## src/rtl/registro_word_if.sv

```systemverilog
// Bus bundle for registro_word: load enable, data in, registered data out and load pulse.
// With REGISTRO_PARITY_EN defined the bundle also carries the registered parity bit par.
interface registro_word_if #(
    parameter int unsigned WIDTH = 32
);
    logic             en;
    logic [WIDTH-1:0] ent;
    logic [WIDTH-1:0] sal;
    logic             upd;
`ifdef REGISTRO_PARITY_EN
    logic             par;

    modport master (output en, ent, input sal, upd, par);
    modport slave  (input en, ent, output sal, upd, par);
`else
    modport master (output en, ent, input sal, upd);
    modport slave  (input en, ent, output sal, upd);
`endif
endinterface

```

## src/rtl/registro_word.sv

```systemverilog
// Parameterised word register with load enable and a one-cycle load pulse.
// Optional macro REGISTRO_PARITY_EN adds a registered even-parity output par.
module registro_word #(
    parameter int unsigned WIDTH   = 32,
    parameter logic [63:0] RST_VAL = 64'h0
) (
    input logic            clk,
    input logic            rst_n,
    registro_word_if.slave bus
);
    // RST_VAL is declared 64 bits wide so any legal WIDTH can take its low bits.
    localparam logic [WIDTH-1:0] RST_W = RST_VAL[WIDTH-1:0];

    logic [WIDTH-1:0] sal_q;
    logic             upd_q;

    always_ff @(posedge clk) begin
        if (!rst_n) begin
            sal_q <= RST_W;
            upd_q <= 1'b0;
        end else begin
            upd_q <= bus.en;
            if (bus.en) begin
                sal_q <= bus.ent;
            end
        end
    end

    assign bus.sal = sal_q;
    assign bus.upd = upd_q;

`ifdef REGISTRO_PARITY_EN
    // Parity is computed from the incoming word so it lands in the same cycle as sal.
    logic par_q;

    always_ff @(posedge clk) begin
        if (!rst_n) begin
            par_q <= ^RST_W;
        end else if (bus.en) begin
            par_q <= ^bus.ent;
        end
    end

    assign bus.par = par_q;
`endif
endmodule

```

## src/flat_wrapper.sv

```systemverilog
// flat-port wrapper written by rule: the top's interface ports become plain ports
module registro_word_flat 
#(
    parameter int unsigned WIDTH   = 32,
    parameter logic [63:0] RST_VAL = 64'h0
)
  (clk, rst_n, bus_en, bus_ent, bus_sal, bus_upd);
  registro_word_if #(.WIDTH(WIDTH)) bus_i ();
  input logic clk;
  input logic rst_n;
  input wire logic [$bits(bus_i.en)-1:0] bus_en;
  input wire logic [$bits(bus_i.ent)-1:0] bus_ent;
  output wire logic [$bits(bus_i.sal)-1:0] bus_sal;
  output wire logic [$bits(bus_i.upd)-1:0] bus_upd;
  assign bus_i.en = bus_en;
  assign bus_i.ent = bus_ent;
  assign bus_sal = bus_i.sal;
  assign bus_upd = bus_i.upd;
  registro_word #(.WIDTH(WIDTH), .RST_VAL(RST_VAL)) u_core (.clk(clk), .rst_n(rst_n), .bus(bus_i));
endmodule
```

## config.mk

```make
export PLATFORM = sky130hd
export DESIGN_NAME = registro_word_flat
export DESIGN_NICKNAME = d
export VERILOG_FILES = /design/src/rtl/registro_word_if.sv /design/src/rtl/registro_word.sv /design/src/flat_wrapper.sv
export SDC_FILE = /design/constraint.sdc
export NUM_CORES = 1
export LEC_CHECK = 0
export ABC_AREA = 1
export ABC_CLOCK_PERIOD_IN_PS = 1400
export BUFFER_PORTS_ARGS = -buffer_cell sky130_fd_sc_hd__buf_4
export CAP_MARGIN = 10
export CORE_UTILIZATION = 40
export DETAILED_ROUTE_END_ITERATION = 10
export MAX_ROUTING_LAYER = met4
export PLACE_DENSITY = 0.79
export SLEW_MARGIN = 15
export SYNTH_ARGS = -nofsm -noshare
export SYNTH_HDL_FRONTEND = slang
export SYNTH_SLANG_ARGS = --single-unit
```

## constraint.sdc

```tcl
create_clock -name clk -period 1.4 [get_ports clk]
set_input_delay 0.14 -clock clk [delete_from_list [all_inputs] [get_ports clk]]
set_output_delay 0.14 -clock clk [all_outputs]
set_load 0.005 [all_outputs]
```

# Word level (Yosys, flattened, before mapping)
# Cells that the tools add are included.
# classes
n_bitwise	0
multipliers	0
n_addsub	0
reduce_logical	0
n_shift	0
magnitude_cmp	0
eq_ne	0
n_div	0
muxes	0
# word_totals
rom_bits	0
regBits	33
inputBits	35
output_inout_bits	33
mem_bits_rw	0
latchBits	0
mem_count	0
elab_cells	2

# Longest topological paths before layout
# Gate-level depths: netlist (run 1).
# depth
ltp_word	0
depth_mapped	5
ltp_nobuf	4

# Worst setup path after synthesis (run 1)
# OpenSTA, ideal clock, no wires.
# synth_timing
path_type	input-to-reg
startpoint	input bus_en
endpoint	register u_core.sal_q[10], in the netlist u_core.bus.sal[10]
arrival_time_ns	0.517
setup_slack_ns	0.770
path_stages	4
path_cell_list	buf_6 -> buf_6 -> nor2_1 -> nor2_1
# synth_rtl
element	line	text
start: declaration	flat_wrapper.sv:11	input wire logic [$bits(bus_i.en)-1:0] bus_en;
end signal: assignment	registro_word.sv:24	sal_q <= bus.ent;
end: declaration	registro_word.sv:14	logic [WIDTH-1:0] sal_q;

# Worst setup path in the final report (run 1)
# layout_timing
startpoint	register u_core.sal_q[8], in the netlist u_core.bus.sal[8]
endpoint	output bus_sal[8]
# layout_rtl
element	line	text
end: declaration	flat_wrapper.sv:13	output wire logic [$bits(bus_i.sal)-1:0] bus_sal;
# No word-level cell between the ends.

==> impl_metrics.yaml, run 1 <==
setup_path:
  endpoint_kind: "output port"
  crit_fanout: 2
  cpMaxStageDelayCell: "dfxtp_1"
  worst-setup-path-type: "reg2out"
  crit_family: "flip-flops"
  critPathArrivalTime_ps: 810
  cp.required_ps: 1260
  critPathMaxStageDelay_ps: 360
  crit_buf_inv: 1
  cp-start-kind: "flip-flop"
  crit_path_cell_trace: "buf_4"
power_and_ir_drop:
  leakage_nw: 1.12
  vdd_drop_max_uv: 655
  finalPower_w: 0.00189
  sequentialPowerShare_pct: 54.9
  swShare_pct: 24.6
  internal_power_w: 0.00143
  switchingPower_w: 0.000465
  clock_power_share_pct: 27.8
  powerDensity_nw_per_um2: 1010
  comb_power_share_pct: 17.4
sta:
  setup_tns_ps: 0
  rsz0062_at_grt: "no"
  tightest_slew_ps: 588
  slew_viol_final: 0
  skew_ps: 0
  finalCritPeriodShare_pct: 67.5
  setup_viol: 0
  max_freq_mhz: 1060
  hold_viol: 0
  finalCriticalPeriod_ps: 945
  relSlewSlack_pct: 60.8
yosys:
  synthCells: 206
  syn_area_per_cell_um2: 6.61
  yosys.cell_count.top_type: "nand2_1"
  syn-num-nets: 241
  synthTopCellsByArea: "dfxtp_1, nand2_1, nor2_1"
  synth_top_area_share_pct: 48.5
  yosys_warnings: 0
  synth_commonest_cells: "nand2_1, nor2_1, dfxtp_1, inv_1, buf_6"
  synth-seq-area-share_pct: 48.5
  ys.flop_type: "dfxtp_1"
  yosys.cell_types.count: 6
  synth-edff-count: 0
  yosysTopAreaCell: "dfxtp_1"
  ys_ff_latch: 33
  synthArstFlopShare_pct: 0
  syn_area_um2: 1360
final_layout:
  fin_nets: 304
  area_growth_pct: 38.2
  diodes: 0
  final_util_pct: 60.2
  fillCellCount: 318
  drive_gt1_share_pct: 27.1
worst_hold_path:
  min_path_type: "in2reg"
clocking:
  numCtsBuffers: 5
  clk_path_buf_depth: 2
  cts_hold_buffers: 0
  h-tree-depth: 2
  cts_num_sinks: 33
  clkTransAtPathRegs_ps: 100
  post_cts_resize_count: 0
  clkLatencyLatePin_ps: 320
  root_buffer: "clkbuf_4"
  postCtsSetupBuffers: 0
  cts_tree: "done"
grt:
  gr-total-overflow: 0
  antenna_found_initial: 0
  first_global_vias: 1060
  grt_use_total_pct: 16.3
  grt_max_degree: 66
  grt_pass1_wl_mm: 4.28
die:
  core-area_um2: 3130
  die_h_um: 60.3
  ios: 68
  die_x_um: 60.3
  rows: 20
  dieArea_um2: 3640
  start_util_pct: 43.5
route:
  drt-initial-drc-count: 89
  drc: 0
  first_pass_iters: 4
  viasPerCell: 4.06
  drt_wl_total_mm: 2.65
  num_vias: 1271
  avgRoutedWirePerCell_um: 8.47
  antenna_left: 0
job:
  max_cap_violations: 0
placement:
  globalplace.congestion: 0.686
  portBuffers: 67
  post-dp-hpwl_mm: 1.81
run_status:
  status: "complete, no violations"
[power groups by stage]
| stage | clock network, W | registers [W] | logic, W |
|---|---|---|---|
| floorplan | 0 | 0.00106 | 0.000160 |
| global placement | 0 | 0.00106 | 0.000325 |
| detailed placement | 0 | 0.00106 | 0.000333 |
| CTS | 0.000549 | 0.00104 | 0.000333 |
| global route | 0.000592 | 0.00105 | 0.000375 |
| finish | 0.000525 | 0.00104 | 0.000329 |
[cells in the final DEF, fill, tap and decap left out, drive strengths merged]
cell | netlist | routed
buf | 11 | 67
nand2 | 65 | 65
nor2 | 64 | 64
inv | 33 | 33
dfxtp | 33 | 33
clkbuf | 0 | 7
[final cells by class]
class                      count  area [um2]  share of cell area, %
inverter                      33         124                   6.58
tap                           44        55.1                   2.93
clock buffer                   7        55.1                   2.93
sequential                    33         661                   35.1
multi-input combinational    129         484                   25.7
timing repair buffer          67         503                   26.7
[worst register-to-register path, stage by stage (launching register included)]
cell     delay, ps
dfxtp_1        350
nor2_1          50
nor2_1         150
[sequential cells by signal, indices dropped and copies added, names as in the netlist]
register        count
u_core.bus.sal     32
u_core.bus.upd      1
[worst paths after layout]
path	to	start	depth (start not counted)	slack, ps
max	bus_sal[8]	u_core.bus.sal[8]$_SDFFE_PN0P_	1	450
min	u_core.bus.sal[7]$_SDFFE_PN0P_	bus_ent[7]	5	100
max reg2reg	u_core.bus.sal[30]$_SDFFE_PN0P_	u_core.bus.sal[30]$_SDFFE_PN0P_	2	780
min reg2reg	u_core.bus.sal[29]$_SDFFE_PN0P_	u_core.bus.sal[29]$_SDFFE_PN0P_	2	480
[cells by family after synthesis]
group,count (synthesis),synth area share [%]
buffers and inverters,44,15.9
and+or+nand+nor,129,35.6
DFF,33,48.5
[per-stage QoR]
stage / hold slack, ps / setup slack (ps) / instance area [um2] / instances
after floorplan: 328 / 770 / 1360 / 206
after global placement: 423 / 441 / 1830 / 306
after detailed placement: 433 / 422 / 1830 / 306
after CTS: 80.9 / 437 / 1880 / 313
after global routing: 87.7 / 412 / 1880 / 313
final: 95.3 / 455 / 1880 / 313
[layer usage]
metal  up-vias  GRT usage (%)  wire, um
li1        704              -         -
met1       520           18.9      1220
met2        44           26.2      1200
met3         3           5.76       205
met4         0           4.98        27
met5         -              -         0
Note: power is estimated with default switching activity, not from simulation.
==> inputs of run 2 (changes only) <==
--- a/config.mk
+++ b/config.mk
@@ -5,14 +5,14 @@
 export SDC_FILE = /design/constraint.sdc
 export NUM_CORES = 1
 export LEC_CHECK = 0
-export ABC_AREA = 1
-export ABC_CLOCK_PERIOD_IN_PS = 1400
+export ABC_AREA = 0
+export ABC_CLOCK_PERIOD_IN_PS = 980
 export BUFFER_PORTS_ARGS = -buffer_cell sky130_fd_sc_hd__buf_4
 export CAP_MARGIN = 10
 export CORE_UTILIZATION = 40
 export DETAILED_ROUTE_END_ITERATION = 10
 export MAX_ROUTING_LAYER = met4
-export PLACE_DENSITY = 0.79
+export PLACE_DENSITY = 0.81
 export SLEW_MARGIN = 15
 export SYNTH_ARGS = -nofsm -noshare
 export SYNTH_HDL_FRONTEND = slang
==> constraint.sdc (replaced) <==
create_clock -name clk -period 0.98 [get_ports clk]
set_input_delay 0.098 -clock clk [delete_from_list [all_inputs] [get_ports clk]]
set_output_delay 0.098 -clock clk [all_outputs]
set_load 0.005 [all_outputs]
==> run 2 against run 1 <==
Clock skew is the same. Global-route usage grew 0.45 points. Cell count shrank 30%. Via count shrank 26%. Sequential share of layout area grew 0.91 points. Register-to-register slack lost 450 ps. Worst hold slack lost 56 ps. Utilization grew 0.42 points. Die area shrank 6.5%. Critical path type unchanged.
==> impl_metrics.yaml, run 2 <==
run_status:
  status: "complete, no violations"
setup_path:
  endpoint_kind: "output port"
  crit_buf_inv: 1
  crit_fanout: 2
  crit_family: "flip-flops"
  cp-start-kind: "flip-flop"
  critPathArrivalTime_ps: 800
  cpMaxStageDelayCell: "dfxtp_1"
  crit_path_cell_trace: "buf_4"
  critPathMaxStageDelay_ps: 370
  worst-setup-path-type: "reg2out"
  cp.required_ps: 880
sta:
  hold_viol: 0
  setup_viol: 0
  tightest_slew_ps: 246
  skew_ps: 0
  relSlewSlack_pct: 83.6
  rsz0062_at_grt: "no"
  setup_tns_ps: 0
  max_freq_mhz: 1110
  finalCritPeriodShare_pct: 92.0
  slew_viol_final: 0
  finalCriticalPeriod_ps: 902
yosys:
  syn_area_per_cell_um2: 12.1
  synthTopCellsByArea: "dfxtp_1, mux2i_1, nor2b_1"
  syn-num-nets: 140
  synth-seq-area-share_pct: 52.0
  yosys_warnings: 0
  synth_top_area_share_pct: 52.0
  yosys.cell_count.top_type: "dfxtp_1"
  syn_area_um2: 1270
  synthArstFlopShare_pct: 0
  yosysTopAreaCell: "dfxtp_1"
  ys.flop_type: "dfxtp_1"
  synth-edff-count: 0
  yosys.cell_types.count: 7
  synth_commonest_cells: "dfxtp_1, mux2i_1, nor2b_1"
  ys_ff_latch: 33
  synthCells: 105
grt:
  grt_use_met1_pct: 17.7
  grt_max_degree: 34
  grt_util_met2_pct: 28.4
  gr-total-overflow: 0
  grt_pass1_wl_mm: 4.15
  antenna_found_initial: 0
  first_global_vias: 952
  grt_use_total_pct: 16.7
  grt-busiest-layer: "met2"
  met3_usage_pct: 5.93
die:
  rows: 20
  start_util_pct: 41.9
  core-area_um2: 3030
  die_x_um: 58.3
  ios: 68
  dieArea_um2: 3400
  die_h_um: 58.3
route:
  drt-initial-drc-count: 3
  first_pass_iters: 4
  avgRoutedWirePerCell_um: 11.7
  num_vias: 946
  drt_wl_total_mm: 2.56
  drc: 0
  viasPerCell: 4.32
  antenna_left: 0
final_layout:
  area_growth_pct: 44.4
  drive_gt1_share_pct: 42.3
  final_common_cell: "buf_4"
  diodes: 0
  fin_nets: 209
  mostFrequentLayoutCells: "buf_4, dfxtp_1, mux2i_1, nor2b_1, clkbuf_4"
  largest_reg_flops: 32
  design_area_um2: 1830
placement:
  globalplace.congestion: 0.790
  post-dp-hpwl_mm: 1.95
  place_area_um2: 1790
  portBuffers: 67
clocking:
  numCtsBuffers: 5
  h-tree-depth: 2
  postCtsSetupBuffers: 0
  cts_num_sinks: 33
  clkLatencyLatePin_ps: 310
  clk_path_buf_depth: 2
  cts_hold_buffers: 0
  root_buffer: "clkbuf_4"
  cts_tree: "done"
  post_cts_resize_count: 0
  clkTransAtPathRegs_ps: 90
power_and_ir_drop:
  vdd_drop_max_uv: 1020
  leakage_nw: 0.901
  powerDensity_nw_per_um2: 1400
  finalPower_w: 0.00257
worst_hold_path:
  min_path_type: "in2reg"
job:
  max_cap_violations: 0
[run 2: cell types whose count changed after synthesis, sizes merged]
| cell | change |
|---|---|
| nand2 | -65 |
| nor2 | -64 |
| inv | -33 |
| mux2i | +32 |
| nor2b | +32 |
| buf | -7 |
| clkbuf | +3 |
| and2 | +1 |
[run 2: per-stage QoR]
stage | instances | setup slack (ps) | util (%) | hold slack [ps]
after floorplan | 105 | 285 | - | 226
after global placement | 211 | 143 | 59.0 | 352
after detailed placement | 211 | 101 | 59.0 | 362
after CTS | 219 | 82.5 | 60.6 | 27.1
after global routing | 219 | 28.0 | 60.6 | 22.2
final | 219 | 78.5 | 60.6 | 39.5
[run 2: path summary, 6_finish.rpt]
| check | cells after the start | to | startpoint | slack [ps] |
|---|---|---|---|---|
| max reg2reg | 2 | u_core.bus.sal[18]$_SDFFE_PN0P_ | u_core.bus.sal[18]$_SDFFE_PN0P_ | 330 |
| min reg2reg | 2 | u_core.bus.sal[25]$_SDFFE_PN0P_ | u_core.bus.sal[25]$_SDFFE_PN0P_ | 520 |
| min | 3 | u_core.bus.sal[0]$_SDFFE_PN0P_ | bus_ent[0] | 40 |
| max | 1 | bus_sal[7] | u_core.bus.sal[7]$_SDFFE_PN0P_ | 80 |
[run 2: layout make-up]
type,count,area [um2]
Clock buffer,8,48.8
Multi-Input combinational cell,65,527
Timing Repair Buffer,69,543
Fill cell,272,1190
Tap cell,44,55.1
Sequential cell,33,661
[run 2: per-layer routing]
metal  up-vias  part of all wire (%)  wire length [um]
met4         0                  0.51                13
met5         -                     0                 0
met3         2                   5.9               151
met1       427                    40              1030
met2        34                    53              1360
li1        483                     -                 -
[run 2: power breakdown]
part           switching (W)  internal (W)
registers          0.0000440       0.00142
clock network       0.000389      0.000286
logic               0.000148      0.000286
total               0.000581       0.00199
[run 2: cells by family after synthesis]
| family | Yosys count | synth area share [%] |
|---|---|---|
| buffers and inverters | 7 | 6.50 |
| DFF | 33 | 52.0 |
| muxes | 32 | 25.2 |
| and+or+nand+nor | 33 | 16.3 |
==> inputs of run 3 (changes only) <==
--- a/config.mk
+++ b/config.mk
@@ -13,6 +13,7 @@
 export DETAILED_ROUTE_END_ITERATION = 10
 export MAX_ROUTING_LAYER = met4
 export PLACE_DENSITY = 0.81
+export SETUP_SLACK_MARGIN = 0.5
 export SLEW_MARGIN = 15
 export SYNTH_ARGS = -nofsm -noshare
 export SYNTH_HDL_FRONTEND = slang
==> run 3 against run 2 <==
Wire length rose by 13%. Sequential share of layout area fell by 2.9 points. Worst hold slack got worse by 22 ps. Non-clock buffer count rose by 8. Register-to-register slack got worse by 190 ps. Worst setup slack improved by 19 ps. Critical path type unchanged. Largest power group unchanged.
==> impl_metrics.yaml, run 3 (synthesis gave the netlist of run 2 again) <==
run_status:
  status: "complete, no violations"
job:
  max_cap_violations: 0
worst_hold_path:
  min_path_type: "in2reg"
  hold_path_startpoint: "bus_ent[2]"
final_layout:
  final_common_cell: "buf_4"
  drive_gt1_share_pct: 63.9
  largest_reg_flops: 32
  fillCellCount: 222
  fin_nets: 217
  area_growth_pct: 66.4
  diodes: 0
  mostFrequentLayoutCells: "buf_4, buf_6, nor2b_1, dfxtp_2, mux2i_1"
route:
  avgRoutedWirePerCell_um: 12.7
  drc: 0
  viasPerCell: 4.44
  antenna_left: 0
  first_pass_iters: 2
  num_vias: 1008
  drt-initial-drc-count: 13
  drt_wl_total_mm: 2.88
die:
  die_h_um: 58.3
  core-area_um2: 3030
  start_util_pct: 41.9
  rows: 20
  dieArea_um2: 3400
  die_x_um: 58.3
  ios: 68
setup_path:
  startpoint: "u_core.bus.sal[6]$_SDFFE_PN0P_"
  cp-start-kind: "flip-flop"
  critPathArrivalTime_ps: 780
  critPathMaxStageDelay_ps: 340
  cpMaxStageDelayCell: "dfxtp_2"
  endpoint_kind: "output port"
  crit_buf_inv: 1
  r2r-end: "u_core.bus.sal[18]$_SDFFE_PN0P_"
  crit_path_end: "bus_sal[6]"
  r2r_start: "u_core.bus.sal[18]$_SDFFE_PN0P_"
  crit_family: "flip-flops"
  crit_fanout: 2
  worstSetupPathDepth: 1
  r2r_slack_ps: 140
  cp.required_ps: 880
  worst-setup-path-type: "reg2out"
  r2r.worst_path.cells: 4
  crit_path_cell_trace: "buf_6"
clocking:
  root_buffer: "clkbuf_4"
  cts_hold_buffers: 0
  clk_path_buf_depth: 2
  cts_num_sinks: 33
  numCtsBuffers: 5
  clkTransAtPathRegs_ps: 100
  h-tree-depth: 2
  cts_tree: "done"
  clkLatencyLatePin_ps: 330
power_and_ir_drop:
  vdd_drop_max_uv: 1090
  leakage_nw: 1.00
  powerDensity_nw_per_um2: 1450
sta:
  finalCritPeriodShare_pct: 90.1
  finalCriticalPeriod_ps: 883
  hold_viol: 0
  hold_ws_ps: 17.7
  tightest_slew_ps: 243
  max_freq_mhz: 1130
  final.setup.worst_slack_ps: 97.5
  relSlewSlack_pct: 83.8
  setup_viol: 0
  slew_viol_final: 0
  skew_ps: 0
  setup_tns_ps: 0
  rsz0062_at_grt: "yes"
grt:
  grt_pass1_wl_mm: 4.26
  gr-total-overflow: 0
  grt_max_degree: 34
  antenna_found_initial: 0
  first_global_vias: 973
  grt_use_total_pct: 18.2
placement:
  globalplace.congestion: 0.633
  portBuffers: 67
  post-dp-hpwl_mm: 1.95
  dp_slack_ps: 147
[run 3: changes by cell type in the layout (fill, tap and decap cells not counted), sizes merged]
cell	previous run	this run
buf	69	77
bufinv	0	1
clkbuf	8	7
[run 3: what timing repair did]
item,in CTS,in global routing
endpoints found under the setup margin,65,65
buffers inserted,5,3
gates cloned,0,0
gates resized for setup,67,3
[run 3: through the flow]
step	cell area (um2)	total power (W)	cells	util, %
4_1_cts	2080	0.00307	224	68.7
2_1_floorplan	1280	0.00170	105	-
3_5_place_dp	1790	0.00193	211	59.0
6_report	2110	0.00306	227	69.8
5_1_grt	2110	0.00320	227	69.8
3_3_place_gp	1790	0.00191	211	59.0
[run 3: worst min-delay path by stage]
stage                                       to  slack (ps)  cells past startpoint
6_report        u_core.bus.sal[2]$_SDFFE_PN0P_          20                      3
5_1_grt         u_core.bus.sal[9]$_SDFFE_PN0P_          20                      3
4_1_cts         u_core.bus.sal[4]$_SDFFE_PN0P_         0.4                      3
3_5_place_dp   u_core.bus.sal[22]$_SDFFE_PN0P_         370                      3
3_3_place_gp   u_core.bus.sal[26]$_SDFFE_PN0P_         350                      3
2_1_floorplan  u_core.bus.sal[29]$_SDFFE_PN0P_         230                      1
[run 3: where the power goes]
part | internal, W | leakage, nW | total, W | switching, W
combinational | 0.000362 | 0.674 | 0.000522 | 0.000160
clock | 0.000609 | 0.0455 | 0.00104 | 0.000433
sequential | 0.00144 | 0.284 | 0.00149 | 0.0000572
total | 0.00241 | 1.00 | 0.00306 | 0.000650
[run 3: cell type report]
class / count / area, um2 / area share (%)
multi-input combinational: 65 / 531 / 25.1
clock inverter: 1 / 30.0 / 1.42
timing repair buffer: 77 / 742 / 35.1
sequential: 33 / 701 / 33.2
clock buffer: 7 / 55.1 / 2.61
tap: 44 / 55.1 / 2.61
[run 3: layer usage]
metal	wire, um	track usage [%]	share of wire (%)	up-vias
met3	214	5.27	7.4	8
met1	1050	17.6	37	455
li1	-	-	-	500
met2	1550	30.9	54	45
met5	0	-	0	-
met4	65	13.3	2.3	0
